<file path="src/rtl/vga_pkg.sv">
// Shared types and default 640x480@60 timing for the VGA raster generator.
// Contents: coord_t (10-bit raster coordinate), vga_phase_t (per-axis phase),
// default per-axis timing counts and their derived totals.
package vga_pkg;

   localparam int VGA_H_ACTIVE = 640;
   localparam int VGA_H_FP     = 16;
   localparam int VGA_H_SYNC   = 96;
   localparam int VGA_H_BP     = 48;
   localparam int VGA_V_ACTIVE = 480;
   localparam int VGA_V_FP     = 10;
   localparam int VGA_V_SYNC   = 2;
   localparam int VGA_V_BP     = 33;
   localparam int VGA_CLK_DIV  = 2;

   localparam int VGA_H_TOTAL = VGA_H_ACTIVE + VGA_H_FP + VGA_H_SYNC + VGA_H_BP;
   localparam int VGA_V_TOTAL = VGA_V_ACTIVE + VGA_V_FP + VGA_V_SYNC + VGA_V_BP;

   typedef logic [9:0] coord_t;

   typedef enum logic [1:0] {
      ACTIVE = 2'd0,
      FRONT  = 2'd1,
      SYNC   = 2'd2,
      BACK   = 2'd3
   } vga_phase_t;

   function automatic int axis_total(input int act, input int fp, input int sync, input int bp);
      return act + fp + sync + bp;
   endfunction

endpackage

</file>
<file path="src/rtl/vga_timing_gen_if.sv">
// Raster/sync bundle between the timing generator and its consumers
// (video generator, DAC).
//   x, y        : raster position
//   hsync/vsync : active-low syncs
//   blank_b     : high inside the visible area
//   sync_b      : DAC composite sync (held low)
//   vgaclk      : DAC pixel clock
//   pix_tick    : one-clk pulse when x/y advance
//   line_start  : one-clk pulse when x becomes 0
//   frame_start : one-clk pulse when (x,y) becomes (0,0)
// master = timing generator, slave = consumer.
interface vga_timing_gen_if;
   import vga_pkg::*;

   coord_t x;
   coord_t y;
   logic   hsync;
   logic   vsync;
   logic   blank_b;
   logic   sync_b;
   logic   vgaclk;
   logic   pix_tick;
   logic   line_start;
   logic   frame_start;

   modport master (
      output x, y, hsync, vsync, blank_b, sync_b, vgaclk, pix_tick, line_start, frame_start
   );

   modport slave (
      input x, y, hsync, vsync, blank_b, sync_b, vgaclk, pix_tick, line_start, frame_start
   );

endinterface

</file>
<file path="src/rtl/vga_axis_counter.sv">
// One raster axis: position counter plus phase FSM.
// Ports: clk, rst (async, active-high), en (advance one count),
//        count (registered position), phase_nxt (phase the axis holds after
//        the current edge, for zero-latency registered decodes upstream),
//        wrap (count is at its last value; the next en returns it to 0).
//
// state  | meaning
// ACTIVE | count in 0 .. ACTIVE_LEN-1 (visible)
// FRONT  | front porch
// SYNC   | sync pulse
// BACK   | back porch, ends at TOTAL-1
module vga_axis_counter
   import vga_pkg::*;
#(
   parameter int ACTIVE_LEN = VGA_H_ACTIVE,
   parameter int FP_LEN     = VGA_H_FP,
   parameter int SYNC_LEN   = VGA_H_SYNC,
   parameter int BP_LEN     = VGA_H_BP
) (
   input  logic       clk,
   input  logic       rst,
   input  logic       en,
   output coord_t     count,
   output vga_phase_t phase_nxt,
   output logic       wrap
);

   localparam int     TOTAL      = axis_total(ACTIVE_LEN, FP_LEN, SYNC_LEN, BP_LEN);
   localparam coord_t LAST       = coord_t'(TOTAL - 1);
   localparam coord_t FP_START   = coord_t'(ACTIVE_LEN);
   localparam coord_t SYNC_START = coord_t'(ACTIVE_LEN + FP_LEN);
   localparam coord_t BP_START   = coord_t'(ACTIVE_LEN + FP_LEN + SYNC_LEN);

   coord_t     count_q, count_d;
   vga_phase_t phase_q, phase_d;

   // Transitions look at the next count so the phase register lands on the
   // same edge as the count it describes.
   always_comb begin
      count_d = count_q;
      phase_d = phase_q;
      if (en) begin
         count_d = (count_q == LAST) ? '0 : count_q + 1'b1;
         case (phase_q)
            ACTIVE:  if (count_d == FP_START)   phase_d = FRONT;
            FRONT:   if (count_d == SYNC_START) phase_d = SYNC;
            SYNC:    if (count_d == BP_START)   phase_d = BACK;
            BACK:    if (count_d == '0)         phase_d = ACTIVE;
            default: phase_d = ACTIVE;
         endcase
      end
   end

   always_ff @(posedge clk or posedge rst) begin
      if (rst) begin
         count_q <= '0;
         phase_q <= ACTIVE;
      end else begin
         count_q <= count_d;
         phase_q <= phase_d;
      end
   end

   assign count     = count_q;
   assign phase_nxt = phase_d;
   assign wrap      = (count_q == LAST);

endmodule

</file>
<file path="src/rtl/vga_timing_gen.sv">
// VGA raster timing generator: pixel-rate divider, horizontal/vertical
// counters with phase FSMs, and registered sync/blank/strobe outputs.
// Ports: clk (system clock), rst (async, active-high),
//        vga (master side of vga_timing_gen_if: x, y, hsync, vsync, blank_b,
//        sync_b, vgaclk, pix_tick, line_start, frame_start).
module vga_timing_gen
   import vga_pkg::*;
#(
   parameter int H_ACTIVE = VGA_H_ACTIVE,
   parameter int H_FP     = VGA_H_FP,
   parameter int H_SYNC   = VGA_H_SYNC,
   parameter int H_BP     = VGA_H_BP,
   parameter int V_ACTIVE = VGA_V_ACTIVE,
   parameter int V_FP     = VGA_V_FP,
   parameter int V_SYNC   = VGA_V_SYNC,
   parameter int V_BP     = VGA_V_BP,
   parameter int CLK_DIV  = VGA_CLK_DIV
) (
   input  logic              clk,
   input  logic              rst,
   vga_timing_gen_if.master  vga
);

   localparam int H_TOTAL = axis_total(H_ACTIVE, H_FP, H_SYNC, H_BP);
   localparam int V_TOTAL = axis_total(V_ACTIVE, V_FP, V_SYNC, V_BP);
   localparam int DIV_W   = $clog2(CLK_DIV);

   localparam logic [DIV_W-1:0] DIV_LAST = DIV_W'(CLK_DIV - 1);
   localparam logic [DIV_W-1:0] DIV_HALF = DIV_W'(CLK_DIV / 2);

   if (H_TOTAL > 1024) begin : g_chk_h
      $error("H_TOTAL does not fit a 10-bit coordinate");
   end
   if (V_TOTAL > 1024) begin : g_chk_v
      $error("V_TOTAL does not fit a 10-bit coordinate");
   end
   if ((CLK_DIV < 2) || (CLK_DIV % 2 != 0)) begin : g_chk_div
      $error("CLK_DIV must be even and at least 2");
   end

   logic [DIV_W-1:0] div_cnt_q, div_cnt_d;
   logic             tick;
   logic             h_wrap, v_wrap;
   coord_t           h_count, v_count;
   vga_phase_t       h_phase_nxt, v_phase_nxt;

   logic vgaclk_q, vgaclk_d;
   logic pix_tick_q, pix_tick_d;
   logic line_start_q, line_start_d;
   logic frame_start_q, frame_start_d;
   logic hsync_q, hsync_d;
   logic vsync_q, vsync_d;
   logic blank_b_q, blank_b_d;

   assign tick = (div_cnt_q == DIV_LAST);

   vga_axis_counter #(
      .ACTIVE_LEN (H_ACTIVE),
      .FP_LEN     (H_FP),
      .SYNC_LEN   (H_SYNC),
      .BP_LEN     (H_BP)
   ) u_h_axis (
      .clk       (clk),
      .rst       (rst),
      .en        (tick),
      .count     (h_count),
      .phase_nxt (h_phase_nxt),
      .wrap      (h_wrap)
   );

   vga_axis_counter #(
      .ACTIVE_LEN (V_ACTIVE),
      .FP_LEN     (V_FP),
      .SYNC_LEN   (V_SYNC),
      .BP_LEN     (V_BP)
   ) u_v_axis (
      .clk       (clk),
      .rst       (rst),
      .en        (tick & h_wrap),
      .count     (v_count),
      .phase_nxt (v_phase_nxt),
      .wrap      (v_wrap)
   );

   // vgaclk falls on the tick edge, so the DAC's rising edge lands mid-pixel.
   always_comb begin
      div_cnt_d     = tick ? '0 : div_cnt_q + 1'b1;
      vgaclk_d      = (div_cnt_d >= DIV_HALF);
      pix_tick_d    = tick;
      line_start_d  = tick & h_wrap;
      frame_start_d = tick & h_wrap & v_wrap;
      hsync_d       = (h_phase_nxt != SYNC);
      vsync_d       = (v_phase_nxt != SYNC);
      blank_b_d     = (h_phase_nxt == ACTIVE) && (v_phase_nxt == ACTIVE);
   end

   always_ff @(posedge clk or posedge rst) begin
      if (rst) begin
         div_cnt_q     <= '0;
         vgaclk_q      <= 1'b0;
         pix_tick_q    <= 1'b0;
         line_start_q  <= 1'b0;
         frame_start_q <= 1'b0;
         hsync_q       <= 1'b1;
         vsync_q       <= 1'b1;
         blank_b_q     <= 1'b1;
      end else begin
         div_cnt_q     <= div_cnt_d;
         vgaclk_q      <= vgaclk_d;
         pix_tick_q    <= pix_tick_d;
         line_start_q  <= line_start_d;
         frame_start_q <= frame_start_d;
         hsync_q       <= hsync_d;
         vsync_q       <= vsync_d;
         blank_b_q     <= blank_b_d;
      end
   end

   // The line counter may only move on a tick that also wraps x.
   a_v_moves_on_wrap : assert property (@(posedge clk) disable iff (rst)
      (v_count != $past(v_count)) |-> $past(tick & h_wrap));

   assign vga.x           = h_count;
   assign vga.y           = v_count;
   assign vga.hsync       = hsync_q;
   assign vga.vsync       = vsync_q;
   assign vga.blank_b     = blank_b_q;
   assign vga.sync_b      = 1'b0;
   assign vga.vgaclk      = vgaclk_q;
   assign vga.pix_tick    = pix_tick_q;
   assign vga.line_start  = line_start_q;
   assign vga.frame_start = frame_start_q;

endmodule

</file>
<file path="src/flat_wrapper.sv">
// flat-port wrapper written by rule: the top's interface ports become plain ports
module vga_timing_gen_flat import vga_pkg::*;
#(
   parameter int H_ACTIVE = VGA_H_ACTIVE,
   parameter int H_FP     = VGA_H_FP,
   parameter int H_SYNC   = VGA_H_SYNC,
   parameter int H_BP     = VGA_H_BP,
   parameter int V_ACTIVE = VGA_V_ACTIVE,
   parameter int V_FP     = VGA_V_FP,
   parameter int V_SYNC   = VGA_V_SYNC,
   parameter int V_BP     = VGA_V_BP,
   parameter int CLK_DIV  = VGA_CLK_DIV
)
  (clk, rst, vga_x, vga_y, vga_hsync, vga_vsync, vga_blank_b, vga_sync_b, vga_vgaclk, vga_pix_tick, vga_line_start, vga_frame_start);
  vga_timing_gen_if vga_i ();
  input  logic clk;
  input  logic rst;
  output wire logic [$bits(vga_i.x)-1:0] vga_x;
  output wire logic [$bits(vga_i.y)-1:0] vga_y;
  output wire logic [$bits(vga_i.hsync)-1:0] vga_hsync;
  output wire logic [$bits(vga_i.vsync)-1:0] vga_vsync;
  output wire logic [$bits(vga_i.blank_b)-1:0] vga_blank_b;
  output wire logic [$bits(vga_i.sync_b)-1:0] vga_sync_b;
  output wire logic [$bits(vga_i.vgaclk)-1:0] vga_vgaclk;
  output wire logic [$bits(vga_i.pix_tick)-1:0] vga_pix_tick;
  output wire logic [$bits(vga_i.line_start)-1:0] vga_line_start;
  output wire logic [$bits(vga_i.frame_start)-1:0] vga_frame_start;
  assign vga_x = vga_i.x;
  assign vga_y = vga_i.y;
  assign vga_hsync = vga_i.hsync;
  assign vga_vsync = vga_i.vsync;
  assign vga_blank_b = vga_i.blank_b;
  assign vga_sync_b = vga_i.sync_b;
  assign vga_vgaclk = vga_i.vgaclk;
  assign vga_pix_tick = vga_i.pix_tick;
  assign vga_line_start = vga_i.line_start;
  assign vga_frame_start = vga_i.frame_start;
  vga_timing_gen #(.H_ACTIVE(H_ACTIVE), .H_FP(H_FP), .H_SYNC(H_SYNC), .H_BP(H_BP), .V_ACTIVE(V_ACTIVE), .V_FP(V_FP), .V_SYNC(V_SYNC), .V_BP(V_BP), .CLK_DIV(CLK_DIV)) u_core (.clk(clk), .rst(rst), .vga(vga_i));
endmodule
</file>
<file path="config.mk">
export PLATFORM = sky130hd
export DESIGN_NAME = vga_timing_gen_flat
export DESIGN_NICKNAME = d
export VERILOG_FILES = /design/src/rtl/vga_pkg.sv /design/src/rtl/vga_timing_gen_if.sv /design/src/rtl/vga_axis_counter.sv /design/src/rtl/vga_timing_gen.sv /design/src/flat_wrapper.sv
export SDC_FILE = /design/constraint.sdc
export NUM_CORES = 1
export LEC_CHECK = 0
export BUFFER_PORTS_ARGS = -buffer_cell sky130_fd_sc_hd__buf_2
export CORE_MARGIN = 5
export CORE_UTILIZATION = 64
export CTS_BUF_LIST = sky130_fd_sc_hd__clkbuf_4 sky130_fd_sc_hd__clkbuf_8
export DETAILED_ROUTE_END_ITERATION = 10
export PLACE_DENSITY = 0.87
export SLEW_MARGIN = 20
export SYNTH_ARGS = -nofsm -noshare
export SYNTH_HDL_FRONTEND = slang
export SYNTH_SLANG_ARGS = --single-unit
</file>
<file path="constraint.sdc">
create_clock -name clk -period 7.7 [get_ports clk]
set_clock_uncertainty 0.1 [all_clocks]
set_input_delay 0.385 -clock clk [delete_from_list [all_inputs] [get_ports clk]]
set_output_delay 0.385 -clock clk [all_outputs]
set_load 0.02 [all_outputs]
</file>
# Yosys cells after proc, flatten, opt, wreduce, memory -nomap -nowiden
# Cells that the tools add are included.
# Widths: inputs -> output; s select.
# totals
reg_bits	32
word_cells	56
# op_classes
add_sub_neg	3
order_cmp	1
eq_ne	16
n_mux	15
bitwise	2
n_reduce_logical	7
# op_table
operator	n
$eq 10x10->1 const B	5
$eq 10x9->1 const B	3
$add 10x1->10 const B	2
$logic_not 10->1	2
$mux 10	2
$mux 2	10
$pmux 2 s4	2
$eq 2x2->1 const B	4
$logic_not 2->1	4
$eq 2x1->1 const B	2
$ne 2x2->1 const B	2
$and 1x1->1	2
$add 1x1->1 const B	1
$ge 1x1->1 const B	1
$logic_and 1x1->1	1
$mux 1	1

# Depth between registers and ports, before layout
# Gate-level depths: netlist of run 1.
# logic_depth
word_depth	8
mapped_depth	11
mapped_depth_nobuf	9

# By module
# Synthesis of run 1 repeated with hierarchy kept, for this count alone.
# unflattened
hier_cells	217
hier_area_um2	2048.2
# by_module_without_submodules
mod	n_inst	cells_each	area_per_inst_um2	seq_area_each_um2
vga_axis_counter (u_core.u_h_axis)	1	100	944.7	300.3
vga_axis_counter (u_core.u_v_axis)	1	101	868.3	300.3
vga_timing_gen	1	16	235.2	178.9

# Worst setup path before layout of run 1
# OpenSTA, ideal clock, no wires.
# synth_path
path_type	reg2reg
start	reg u_core.u_h_axis.count_q[0], in the netlist u_core.u_h_axis.count[0]
end	reg u_core.blank_b_q, in the netlist u_core.vga.blank_b
setup_ps	99
arrival_time_ps	2608
t_required_ps	7501
slack_ps	4893
stages_incl_launch_ff	9
n_path_buf	0
period_less_slack_ps	2807
cell_sequence	dfrtp_1 ha_1 and4_4 nand3_1 o221a_1 or4b_4 a32oi_2 o31ai_2 a2111oi_4
# synth_via
elab_chain_cells	8
word_cells_on_any_way	18
cone_classes	1 x add/sub; 4 x eq/ne; 8 x mux; 1 x bitwise; 4 x reduce/logical
# synth_lines
element	line_no	text
from (decl)	vga_axis_counter.sv:34	coord_t count_q, count_d;
from (signal assigned)	vga_axis_counter.sv:59	count_q <= count_d;
$add 10x1->10 or $eq 10x10->1 (tied branches)	vga_axis_counter.sv:43	count_d = (count_q == LAST) ? '0 : count_q + 1'b1;
$mux 10 *	vga_axis_counter.sv:43	
$eq 10x10->1 (tied with other cells)	vga_axis_counter.sv:47	SYNC: if (count_d == BP_START) phase_d = BACK;
$mux 2 (on tied branches)	--	
$pmux 2 s4 *	vga_axis_counter.sv:44	case (phase_q)
$mux 2 *	vga_axis_counter.sv:42	if (en) begin
net u_core.h_phase_nxt[0]	vga_timing_gen.sv:45	vga_phase_t h_phase_nxt, v_phase_nxt;
$logic_not 2->1 *	vga_timing_gen.sv:94	blank_b_d = (h_phase_nxt == ACTIVE) && (v_phase_nxt == ACTIVE);
$logic_and 1x1->1 *	vga_timing_gen.sv:94	
net u_core.blank_b_d	vga_timing_gen.sv:53	logic blank_b_q, blank_b_d;
to (signal assigned)	vga_timing_gen.sv:115	blank_b_q <= blank_b_d;
to (decl)	vga_timing_gen.sv:53	
# The timed path passes the listed nets; every way through them passes the cells marked *.
# A chain may end at the register's enable or synchronous reset.

# Final worst setup path of run 1
# layout_path
start	reg u_core.u_v_axis.count_q[0], in the netlist u_core.u_v_axis.count[0]
end	reg u_core.blank_b_q, in the netlist u_core.vga.blank_b
# layout_via
elab_chain_cells	8
word_cells_on_any_way	15
cone_classes	1 x add/sub; 4 x eq/ne; 7 x mux; 3 x reduce/logical
# layout_lines
element	line_no
from (decl)	vga_axis_counter.sv:34
from (signal assigned)	vga_axis_counter.sv:59
$add 10x1->10 or $eq 10x10->1 (tied branches)	vga_axis_counter.sv:43
$mux 10 *	vga_axis_counter.sv:43
$eq 10x9->1 (tied with other cells)	vga_axis_counter.sv:47
$mux 2 (on tied branches)	--
$pmux 2 s4 *	vga_axis_counter.sv:44
$mux 2 *	vga_axis_counter.sv:42
$logic_not 2->1 *	vga_timing_gen.sv:94
$logic_and 1x1->1 *	vga_timing_gen.sv:94
net u_core.blank_b_d	vga_timing_gen.sv:53
# Marks and branches as above.

==> impl_metrics.csv, run 1 <==
group,metric,value,unit
finish,fillers,297,
timing,hold_slack,7.93,ps
logic_synthesis,synth-compound-area-share,0.206,
logic_synthesis,ys_ff_latch,31,
place,placed_cell_area,2290,µm²
logic_synthesis,ys.flop_type,"dfrtp_1",
grt,grt_pass1_wl,8320,µm
clock_network,cts_setup_buffers,0,
floorplan,io_pins,30,
logic_synthesis,synth-simple-area-share,0.276,
setup_path,cp-startpoint,"u_core.u_v_axis.count[0]",
logic_synthesis,syn_area,2250,µm²
timing,fin_crit_sh,0.389,
place,dpl.hpwl,3470,µm
finish,nNetsFinal,266,
timing,min_period,3000,ps
logic_synthesis,yosysWarnings,0,
setup_path,cpMaxStageDelayCell,"dfrtp_1",
grt,grt_max_degree,32,
timing,final_hold_viol_count,0,
clock_network,h-tree-depth,2,
timing,worst_slew_margin_rel,0.643,
finish,drive_above_1_share,0.240,
place,port_buffers,28,
floorplan,core,3360,µm²
power_and_ir_drop,combPwrFrac,0.015,
clock_network,cts_made_buffers,5,
logic_synthesis,ys_types,72,
timing,fin_setup_tns,0,ps
floorplan,rows,21,
worst_hold_path,hold_class,"primary input to async pin",
clock_network,clock_sinks,31,
route,antenna_left,0,
logic_synthesis,synth_top_family_by_area,"simple AND/OR/NAND/NOR gates",
floorplan,fp.dieW,69.2,µm
logic_synthesis,synth_xor_area_frac,0.0546,
timing,max_freq,0.334,GHz
grt,antenna_found_initial,0,
place,post-place-ws,4750,ps
timing,report.final.slew_viol_count,0,
setup_path,cp_top_family,"compound AO/OA/AOI/OAI gates",
setup_path,reg2reg_from,"u_core.u_v_axis.count[0]",
flow_run,drv_cap,0,
clock_network,post_cts_resized,0,
power_and_ir_drop,p_per_area,118,nW/µm²
floorplan,die_area,4790,µm²
timing,worstMarginPinSlew,530,ps
timing,postLayoutSetupSlackWorst,4700,ps
setup_path,critical_path_class,"register to register",
timing,final-setup-viol-count,0,
logic_synthesis,synth-seq-area-share,0.347,
route,drtIter0Drc,189,
status,status,"completed",
finish,fin_util,0.703,
grt,track_usage,0.209,
power_and_ir_drop,sequentialPowerShare,0.584,
route,routedWlPerCell,15.7,µm
logic_synthesis,synth-edff-count,0,
route,firstDrtPassIters,5,
timing,rsz0062_at_grt,"no",
finish,finalNonFillerCells,308,
power_and_ir_drop,vdd_ir_drop_max,83.7,µV
finish,num_antenna_cells,0,
clock_network,cts_tree,"yes",
logic_synthesis,synth_area_per_cell,9.09,µm²
setup_path,cp-start-kind,"register",
logic_synthesis,syn_nets,252,
grt,overflow,0,
clock_network,ctsLongestPathBuffers,2,
setup_path,worst_ep_arrival_time,3130,ps
place,gp_congestion,0.896,
setup_path,worst_setup_path_end_kind,"register",
finish,final_cell_mix,"28 x buf_2, 28 x dfrtp_1, 21 x nand2_1",
place,dp.cells,300,
power_and_ir_drop,p_int,220,µW
finish,synthToLayoutAreaGrowth,5.24,%
clock_network,root_buffer,"clkbuf_4",
power_and_ir_drop,power.total,279,µW
logic_synthesis,netlist_instances,247,
route,vias,1969,
finish,final_cell_area,2360,µm²
logic_synthesis,muxShareOfSynthArea,0.0100,
clock_network,ctsHoldBuffers,0,
logic_synthesis,async_flop_share,1.00,
setup_path,path_cells,"ha_1 -> and4_1 -> o21ai_0 -> nor4bb_1 -> o2111ai_1 -> a21oi_1 -> o211ai_2 -> a2111oi_4",
setup_path,required,7840,ps
route,via_per_inst,6.39,
floorplan,start_util,0.668,
setup_path,crit_buf_inv,0,
power_and_ir_drop,p_sw_frac,0.209,
floorplan,die_h,69.2,µm
clock_network,insertion_delay,340,ps
power_and_ir_drop,p_leak,1.03,nW
clock_network,clkTransAtPathRegs,90,ps
route,wl,4830,µm
logic_synthesis,synthAdderAreaFrac,0.0167,
setup_path,slowest_delay,550,ps
route,post-route-drc-count,0,
setup_path,crit_fanout,13,
power_and_ir_drop,p_clk_frac,0.402,
power_and_ir_drop,net-switching-power,58.3,µW
grt,grt_pass1_vias,1841,
==> worst reg2reg max path, cell delays in order (launching register included) <==
cell and delay (ps):
dfrtp_1 550, ha_1 420, and4_1 360, o21ai_0 160
nor4bb_1 430, o2111ai_1 180, a21oi_1 200, o211ai_2 150
a2111oi_4 360
==> metal layers <==
layer	GRT usage	part of all wire	up-vias
li1	-	-	944
met1	0.254	0.42	930
met2	0.339	0.49	84
met3	0.0565	0.064	11
met4	0.108	0.022	0
met5	0	0	-
==> power groups by stage <==
stage | registers, mW | clock network (mW) | logic, mW
2_1_floorplan | 0.166 | 0 | 0.00320
3_3_place_gp | 0.166 | 0 | 0.00420
3_5_place_dp | 0.166 | 0 | 0.00439
4_1_cts | 0.163 | 0.115 | 0.00437
5_1_grt | 0.163 | 0.124 | 0.00499
6_report | 0.163 | 0.112 | 0.00407
==> area by class of cell <==
type	instances	area, µm²	area share
Clock buffer	8	72.6	0.0307
Inverter	10	37.5	0.0159
Multi-Input combinational cell	184	1270	0.537
Sequential cell	31	779	0.330
Tap cell	46	57.6	0.0244
Timing Repair Buffer	29	148	0.0625
==> worst paths after layout <==
kind	to	slack [ps]	cells past startpoint
hold reg to reg	u_core.u_v_axis.count[6]	500	1
setup / recovery	u_core.vga.blank_b	4700	8
min in group clk	u_core.u_v_axis.count[6]	500	1
max in group asynchronous	u_core.vga.hsync	7160	3
setup reg to reg	u_core.vga.blank_b	4700	8
hold / removal	u_core.u_h_axis.count[1]	8	3
==> logic make-up (layout without fill, tap and decap cells) <==
logic type | count (synthesis) | count (layout)
xor+xnor | 14 | 14
compound gates | 60 | 60
fa+ha+maj | 3 | 3
simple gates | 104 | 104
buf+inv | 32 | 47
flops | 31 | 31
other cells | 1 | 1
mux | 2 | 2
==> cell usage after synthesis (2+ instances only) <==
master / n / share of area
mux2_2: 2 / 0.010
buf_4: 4 / 0.013
and2_1: 3 / 0.0084
clkbuf_1: 9 / 0.015
and4_1: 2 / 0.0078
o21ai_0: 17 / 0.038
dfrtp_1: 28 / 0.31
nor3_1: 7 / 0.016
o31ai_1: 4 / 0.013
nand3_1: 14 / 0.031
nand2b_1: 3 / 0.0084
a41oi_1: 2 / 0.0078
nand4_1: 8 / 0.022
buf_6: 4 / 0.020
and3_1: 2 / 0.0056
inv_1: 10 / 0.017
o211ai_2: 2 / 0.011
and4b_1: 2 / 0.0089
or3_1: 4 / 0.011
a31oi_1: 2 / 0.0056
nor2_1: 14 / 0.023
xor2_1: 7 / 0.027
ha_1: 3 / 0.017
nand4b_1: 2 / 0.0078
nor4_1: 3 / 0.0084
nor4bb_1: 2 / 0.0089
a21o_1: 2 / 0.0067
nand2_1: 21 / 0.035
dfstp_2: 3 / 0.035
nor3b_1: 3 / 0.010
xnor2_1: 7 / 0.027
a21oi_1: 7 / 0.016
o22ai_1: 3 / 0.0084
clkbuf_8: 2 / 0.012
nand3_2: 2 / 0.0089
==> state kept, by name, indices dropped and copies added (netlist names) <==
| signal | flops |
|---|---|
| u_core.vga.vsync | 1 |
| u_core.u_v_axis.phase_q | 2 |
| u_core.vga.frame_start | 1 |
| u_core.vga.pix_tick | 1 |
| u_core.vga.hsync | 1 |
| u_core.vga.line_start | 1 |
| u_core.u_v_axis.count | 10 |
| u_core.u_h_axis.phase_q | 2 |
| u_core.u_h_axis.count | 10 |
| u_core.div_cnt_q | 1 |
| u_core.vga.blank_b | 1 |
(Power assumes the default switching activity.)
==> run 2: changes to the inputs <==
--- a/config.mk
+++ b/config.mk
@@ -5,12 +5,13 @@
 export SDC_FILE = /design/constraint.sdc
 export NUM_CORES = 1
 export LEC_CHECK = 0
+export ABC_AREA = 1
 export BUFFER_PORTS_ARGS = -buffer_cell sky130_fd_sc_hd__buf_2
 export CORE_MARGIN = 5
-export CORE_UTILIZATION = 64
+export CORE_UTILIZATION = 59
 export CTS_BUF_LIST = sky130_fd_sc_hd__clkbuf_4 sky130_fd_sc_hd__clkbuf_8
 export DETAILED_ROUTE_END_ITERATION = 10
-export PLACE_DENSITY = 0.87
+export PLACE_DENSITY = 0.82
 export SLEW_MARGIN = 20
 export SYNTH_ARGS = -nofsm -noshare
 export SYNTH_HDL_FRONTEND = slang
==> constraint.sdc (replaced) <==
create_clock -name clk -period 3 [get_ports clk]
set_clock_uncertainty 0.1 [all_clocks]
set_input_delay 0.15 -clock clk [delete_from_list [all_inputs] [get_ports clk]]
set_output_delay 0.15 -clock clk [all_outputs]
set_load 0.02 [all_outputs]
==> run 2 against run 1 <==
Clock-buffer cell count stayed put. Largest power group unchanged. Global-route usage is 0.32 points higher. Worst setup slack worse by 4000 ps. Combinational power grew to 2.8 times the previous value. Die area is 4.0% lower. Via count is 1.9% lower. Critical path depth is 3 higher. Fmax is 33% higher. Hold slack better by 320 ps.
==> impl_metrics.csv, run 2 <==
group,metric,value,unit
finish,num_antenna_cells,0,
timing,final-setup-viol-count,0,
floorplan,die_h,67.8,µm
place,port_buffers,28,
floorplan,core,3280,µm²
route,firstDrtPassIters,4,
floorplan,die_area,4600,µm²
clock_network,clock_sinks,31,
logic_synthesis,syn_nets,294,
logic_synthesis,ys_ff_latch,31,
setup_path,worst_setup_path_end_kind,"register",
setup_path,cp-start-kind,"register",
route,vias,1931,
grt,grt_pass1_vias,1778,
setup_path,critical_path_class,"register to register",
route,wl,4300,µm
logic_synthesis,synthAdderAreaFrac,0.0190,
grt,grt_max_degree,32,
clock_network,clkTransAtPathRegs,100,ps
finish,fin_util,0.683,
logic_synthesis,yosys.area.top_type,"dfrtp_1",
setup_path,path_common_cell,"nand2_1",
grt,antenna_found_initial,0,
floorplan,io_pins,30,
grt,track_usage,0.213,
setup_path,cpMaxStageDelayCell,"dfrtp_1",
power_and_ir_drop,power.total,721,µW
power_and_ir_drop,p_sw_frac,0.214,
logic_synthesis,syn_area,1970,µm²
grt,overflow,0,
finish,final_cell_area,2240,µm²
power_and_ir_drop,net-switching-power,154,µW
place,gp_congestion,0.879,
floorplan,rows,21,
setup_path,path_cells,"ha_1 -> nand2_2 -> nor2_4 -> inv_1 -> nor2_1 -> nand2_1 -> a21oi_1 -> nand3_1 -> nand2_1 -> nand2_1 -> nor2_1",
timing,hold_slack,329,ps
timing,min_period,2250,ps
power_and_ir_drop,p_clk_frac,0.405,
setup_path,crit_buf_inv,1,
power_and_ir_drop,combPwrFrac,0.016,
status,status,"completed",
route,drtIter0Drc,125,
place,dpl.hpwl,3240,µm
setup_path,required,3180,ps
place,dp.cells,360,
logic_synthesis,synth_top_area_frac,0.355,
power_and_ir_drop,p_int,567,µW
finish,nNetsFinal,327,
logic_synthesis,ys.flop_type,"dfrtp_1",
flow_run,drv_cap,0,
setup_path,worst_ep_arrival_time,2430,ps
setup_path,crit_fanout,18,
setup_path,cp_top_family,"simple AND/OR/NAND/NOR gates",
logic_synthesis,synth-edff-count,0,
timing,postLayoutSetupSlackWorst,748,ps
finish,finalNonFillerCells,369,
logic_synthesis,synth-compound-area-share,0.0932,
logic_synthesis,muxShareOfSynthArea,0,
logic_synthesis,synth-simple-area-share,0.396,
grt,grt_pass1_wl,7380,µm
route,post-route-drc-count,0,
logic_synthesis,yosys-top-cells-count,"89 x nand2_1, 40 x inv_1, 32 x nor2_1",
floorplan,fp.dieW,67.8,µm
timing,fin_setup_tns,0,ps
clock_network,root_buffer,"clkbuf_4",
timing,final_hold_viol_count,0,
finish,final_cell_mix,"89 x nand2_1, 40 x inv_1, 32 x nor2_1",
finish,seqCellArea,779,µm²
logic_synthesis,synth_area_per_cell,6.83,µm²
logic_synthesis,async_flop_share,1.00,
place,post-place-ws,785,ps
power_and_ir_drop,vdd_ir_drop_max,246,µV
clock_network,ctsLongestPathBuffers,2,
worst_hold_path,hold_class,"primary input to async pin",
finish,multi_input_area,1020,µm²
timing,fin_crit_sh,0.751,
power_and_ir_drop,p_leak,1.21,nW
route,via_per_inst,5.23,
logic_synthesis,ys_types,25,
clock_network,cts_tree,"yes",
clock_network,cts_made_buffers,5,
finish,drive_above_1_share,0.164,
clock_network,insertion_delay,330,ps
timing,max_freq,0.444,GHz
setup_path,cp.depth,11,
route,antenna_left,0,
power_and_ir_drop,p_per_area,322,nW/µm²
setup_path,slowest_delay,470,ps
logic_synthesis,netlist_instances,289,
logic_synthesis,synth-seq-area-share,0.395,
logic_synthesis,synthTopCellsByArea,"dfrtp_1 36%, nand2_1 17%, inv_1 7.6%",
finish,synthToLayoutAreaGrowth,13.6,%
logic_synthesis,yosysWarnings,0,
power_and_ir_drop,sequentialPowerShare,0.579,
finish,fillers,288,
setup_path,reg2reg_depth,11,
place,placed_cell_area,2160,µm²
floorplan,start_util,0.601,
timing,report.final.slew_viol_count,0,
finish,final_common_cell,"nand2_1",
logic_synthesis,synth_xor_area_frac,0.00888,
logic_synthesis,synth_top_family_by_area,"simple AND/OR/NAND/NOR gates",
timing,rsz0062_at_grt,"no",
clock_network,h-tree-depth,2,
route,routedWlPerCell,11.7,µm
logic_synthesis,synth.most_common_cell,"nand2_1",
run 2: routing by layer:
metal,up-vias,GRT usage,share of wire
met5,-,0,0
met2,32,0.379,0.51
met3,6,0.0558,0.039
met4,0,0.0645,0.012
met1,901,0.249,0.44
li1,992,-,-
run 2: power groups by stage:
stage | clock (mW) | combinational (mW) | sequential, mW
3_5_place_dp | 0 | 0.0111 | 0.426
3_3_place_gp | 0 | 0.0111 | 0.426
4_1_cts | 0.298 | 0.0121 | 0.418
6_report | 0.292 | 0.0115 | 0.418
5_1_grt | 0.318 | 0.0139 | 0.418
2_1_floorplan | 0 | 0.00822 | 0.426
run 2: logic make-up (layout without fill, tap and decap cells):
kind of cell | count (synthesis) | in the layout
buf+inv | 44 | 78
xor+xnor | 2 | 2
other cells | 1 | 1
simple gates | 175 | 175
flops | 31 | 31
compound gates | 33 | 33
fa+ha+maj | 3 | 3
run 2: worst paths after layout:
| path | from | end | slack [ps] |
|---|---|---|---|
| hold / removal | rst | u_core.u_v_axis.phase_q[1] | 330 |
| min in group clk | u_core.u_h_axis.count[4] | u_core.u_h_axis.count[4] | 480 |
| setup reg to reg | u_core.u_h_axis.count[0] | u_core.vga.blank_b | 750 |
| hold reg to reg | u_core.u_h_axis.count[4] | u_core.u_h_axis.count[4] | 480 |
| max in group asynchronous | rst | u_core.vga.vsync | 2150 |
| setup / recovery | u_core.u_h_axis.count[0] | u_core.vga.blank_b | 750 |
run 2: worst reg2reg max path, cell delays in order (launching register included):
cell and delay (ps):
dfrtp_1 470, ha_1 220, nand2_2 110, nor2_4 150, inv_1 70, nor2_1 160, nand2_1 330, a21oi_1 250
nand3_1 100, nand2_1 100, nand2_1 60, nor2_1 100
run 2: what timing repair did:
action | CTS | global route
hold buffers | 1 | 0
endpoints found under the hold margin | 28 | 0
gates resized for setup | 0 | 0
setup buffers | 0 | 0
run 2: final cells by class:
type                       instances  area share
multi-input combinational        214       0.457
clock buffer                       8      0.0324
timing repair buffer              30      0.0703
sequential                        31       0.348
tap                               46      0.0257
inverter                          40      0.0670
==> run 3: changes to the inputs <==
==> constraint.sdc (replaced) <==
create_clock -name clk -period 2.1 [get_ports clk]
set_clock_uncertainty 0.1 [all_clocks]
set_input_delay 0.105 -clock clk [delete_from_list [all_inputs] [get_ports clk]]
set_output_delay 0.105 -clock clk [all_outputs]
set_load 0.02 [all_outputs]
==> run 3 against run 2 <==
Global-route usage up 1.4 points. Largest power group unchanged. Cell count rose by 4.3%. Sequential power increased by 43%. Hold slack worse by 54 ps. Register-to-register slack got worse by 720 ps. Die area is the same. Final area up 15%. Critical path type unchanged. Routed wire length is 18% higher. Clock power rose by 72%.
==> impl_metrics.csv, run 3 (synthesis results as in run 2) <==
group,metric,value,unit
grt,grt_pass1_wl,7850,µm
route,vias,2087,
setup_path,worst_ep_arrival_time,2250,ps
clock_network,cts_made_buffers,5,
timing,min_period,2070,ps
clock_network,ctsLongestPathBuffers,2,
route,antenna_left,0,
power_and_ir_drop,p_clk_frac,0.451,
floorplan,io_pins,30,
place,dpl.hpwl,3300,µm
grt,antenna_found_initial,0,
timing,fin_setup_tns,0,ps
setup_path,cp-start-kind,"register",
setup_path,reg2reg_depth,14,
setup_path,reg2reg_from,"u_core.u_v_axis.count[1]",
finish,multi_input_area,1210,µm²
setup_path,cp.depth,14,
setup_path,cp-startpoint,"u_core.u_v_axis.count[1]",
clock_network,insertion_delay,350,ps
finish,synthToLayoutAreaGrowth,30.5,%
route,via_per_inst,5.42,
flow_run,drv_cap,0,
timing,rsz0062_at_grt,"yes",
grt,track_usage,0.227,
clock_network,root_buffer,"clkbuf_4",
route,post-route-drc-count,0,
status,status,"completed",
route,wl,5060,µm
timing,final-setup-viol-count,0,
setup_path,worst_setup_path_end_kind,"register",
timing,max_freq,0.483,GHz
power_and_ir_drop,p_int,881,µW
route,routedWlPerCell,13.1,µm
setup_path,path_cells,"inv_2 -> ha_4 -> nand2_4 -> nor2_4 -> nand3_4 -> nand2_4 -> nand3_4 -> nor2_4 -> a21oi_2 -> nand2_1 -> nand3_2 -> nand2_2 -> nand2_2 -> nor2_1",
setup_path,slowest_delay,470,ps
setup_path,crit_fanout,7,
power_and_ir_drop,p_per_area,434,nW/µm²
clock_network,h-tree-depth,2,
setup_path,cpMaxStageDelayCell,"dfrtp_2",
power_and_ir_drop,p_leak,1.30,nW
finish,final_common_cell,"nand2_1",
timing,hold_slack,275,ps
grt,grt_pass1_vias,1884,
timing,postLayoutSetupSlackWorst,29.0,ps
floorplan,fp.dieW,67.8,µm
setup_path,cp_top_family,"simple AND/OR/NAND/NOR gates",
finish,seqCellArea,788,µm²
floorplan,die_h,67.8,µm
floorplan,rows,21,
clock_network,clkTransAtPathRegs,110,ps
clock_network,clock_sinks,31,
power_and_ir_drop,vdd_ir_drop_max,440,µV
timing,worstMarginPinSlew,503,ps
place,post-place-ws,-25.9,ps
setup_path,crit_buf_inv,1,
power_and_ir_drop,net-switching-power,235,µW
setup_path,rrSetupSlack,30,ps
grt,grt_max_degree,32,
clock_network,cts_tree,"yes",
finish,fillers,233,
floorplan,start_util,0.601,
worst_hold_path,hold_class,"primary input to async pin",
finish,num_antenna_cells,0,
finish,final_cell_mix,"79 x nand2_1, 36 x inv_1, 28 x buf_2",
floorplan,die_area,4600,µm²
power_and_ir_drop,sequentialPowerShare,0.534,
place,port_buffers,28,
finish,drive_above_1_share,0.322,
setup_path,reg2reg_to,"u_core.vga.blank_b",
setup_path,required,2280,ps
floorplan,core,3280,µm²
power_and_ir_drop,p_sw_frac,0.211,
timing,worst_slew_margin_rel,0.664,
grt,overflow,0,
route,firstDrtPassIters,4,
setup_path,cp-endpoint,"u_core.vga.blank_b",
finish,nNetsFinal,343,
timing,report.final.slew_viol_count,0,
finish,final_cell_area,2570,µm²
place,placed_cell_area,2210,µm²
timing,fin_crit_sh,0.986,
timing,final_hold_viol_count,0,
setup_path,critical_path_class,"register to register",
power_and_ir_drop,power.total,1.12,mW
power_and_ir_drop,combPwrFrac,0.015,
place,gp_congestion,0.896,
route,drtIter0Drc,149,
[run 3: cell count changes in the layout (fill, tap and decap cells not counted), moves of 3 or more]
cell     previous run  this run
inv_1              40        36
dfrtp_1            28        21
nor2_2              5         9
inv_2               0         4
buf_4               1        16
nor2_1             32        24
dfrtp_2             0         7
nand3_4             1         4
nor2_4              1         5
nand2_1            89        79
nand2_2             2         7
nand2_4             0         5
nand3_1            28        23
ha_1                3         0
[run 3: power by group through the flow]
stage	clock network, mW	registers (mW)	logic, mW
after floorplan	0	0.608	0.0117
after global placement	0	0.608	0.0156
after detailed placement	0	0.608	0.0158
after CTS	0.502	0.597	0.0172
after global routing	0.545	0.597	0.0196
final	0.503	0.597	0.0164
[run 3: area by class of cell]
type,count,area share
clock inverters,2,0.0136
repair buffers,46,0.109
flip-flops and latches,31,0.306
well taps,46,0.0224
clock buffers,6,0.0199
inverters,40,0.0583
multi-input cells,214,0.470
[run 3: worst reg2reg max path, delay by kind of cell (launching register included)]
kind	cells	cell delay (ps)
DFF	1	470
buffers and inverters	1	100
AOI/OAI and AO/OA	1	70
and+or+nand+nor	11	1150
adders and majority gates	1	140
[run 3: worst min-delay path by stage]
stage,slack [ps],cells past startpoint,end,start
after global routing,300,4,u_core.u_h_axis.phase_q[1],rst
after detailed placement,100,3,u_core.vga.line_start,rst
after global placement,90,3,u_core.u_h_axis.phase_q[0],rst
after CTS,270,4,u_core.vga.line_start,rst
after floorplan,110,1,u_core.div_cnt_q,rst
final,270,4,u_core.vga.frame_start,rst
[run 3: timing repair]
item / 4_1_cts / 5_1_grt
pin swaps: 1 / 25
endpoints found under the setup margin: 1 / 6
resized for setup: 2 / 54
endpoints found under the hold margin: 28 / 0
hold buffers: 1 / 0
buffers inserted: 1 / 8
[run 3: per-layer routing]
layer | vias to the layer above | global-route usage | share of wire | wire [µm]
met5 | - | 0 | 0 | 0
met4 | 0 | 0.112 | 0.023 | 116
met3 | 21 | 0.0542 | 0.048 | 241
met2 | 78 | 0.394 | 0.51 | 2600
met1 | 969 | 0.262 | 0.42 | 2100
li1 | 1019 | - | - | -
[run 3: per-stage QoR]
| stage | instances | utilization |
|---|---|---|
| after CTS | 377 | 0.706 |
| after floorplan | 289 | - |
| after detailed placement | 367 | 0.674 |
| after global routing | 385 | 0.784 |
| final | 385 | 0.784 |
| after global placement | 367 | 0.674 |
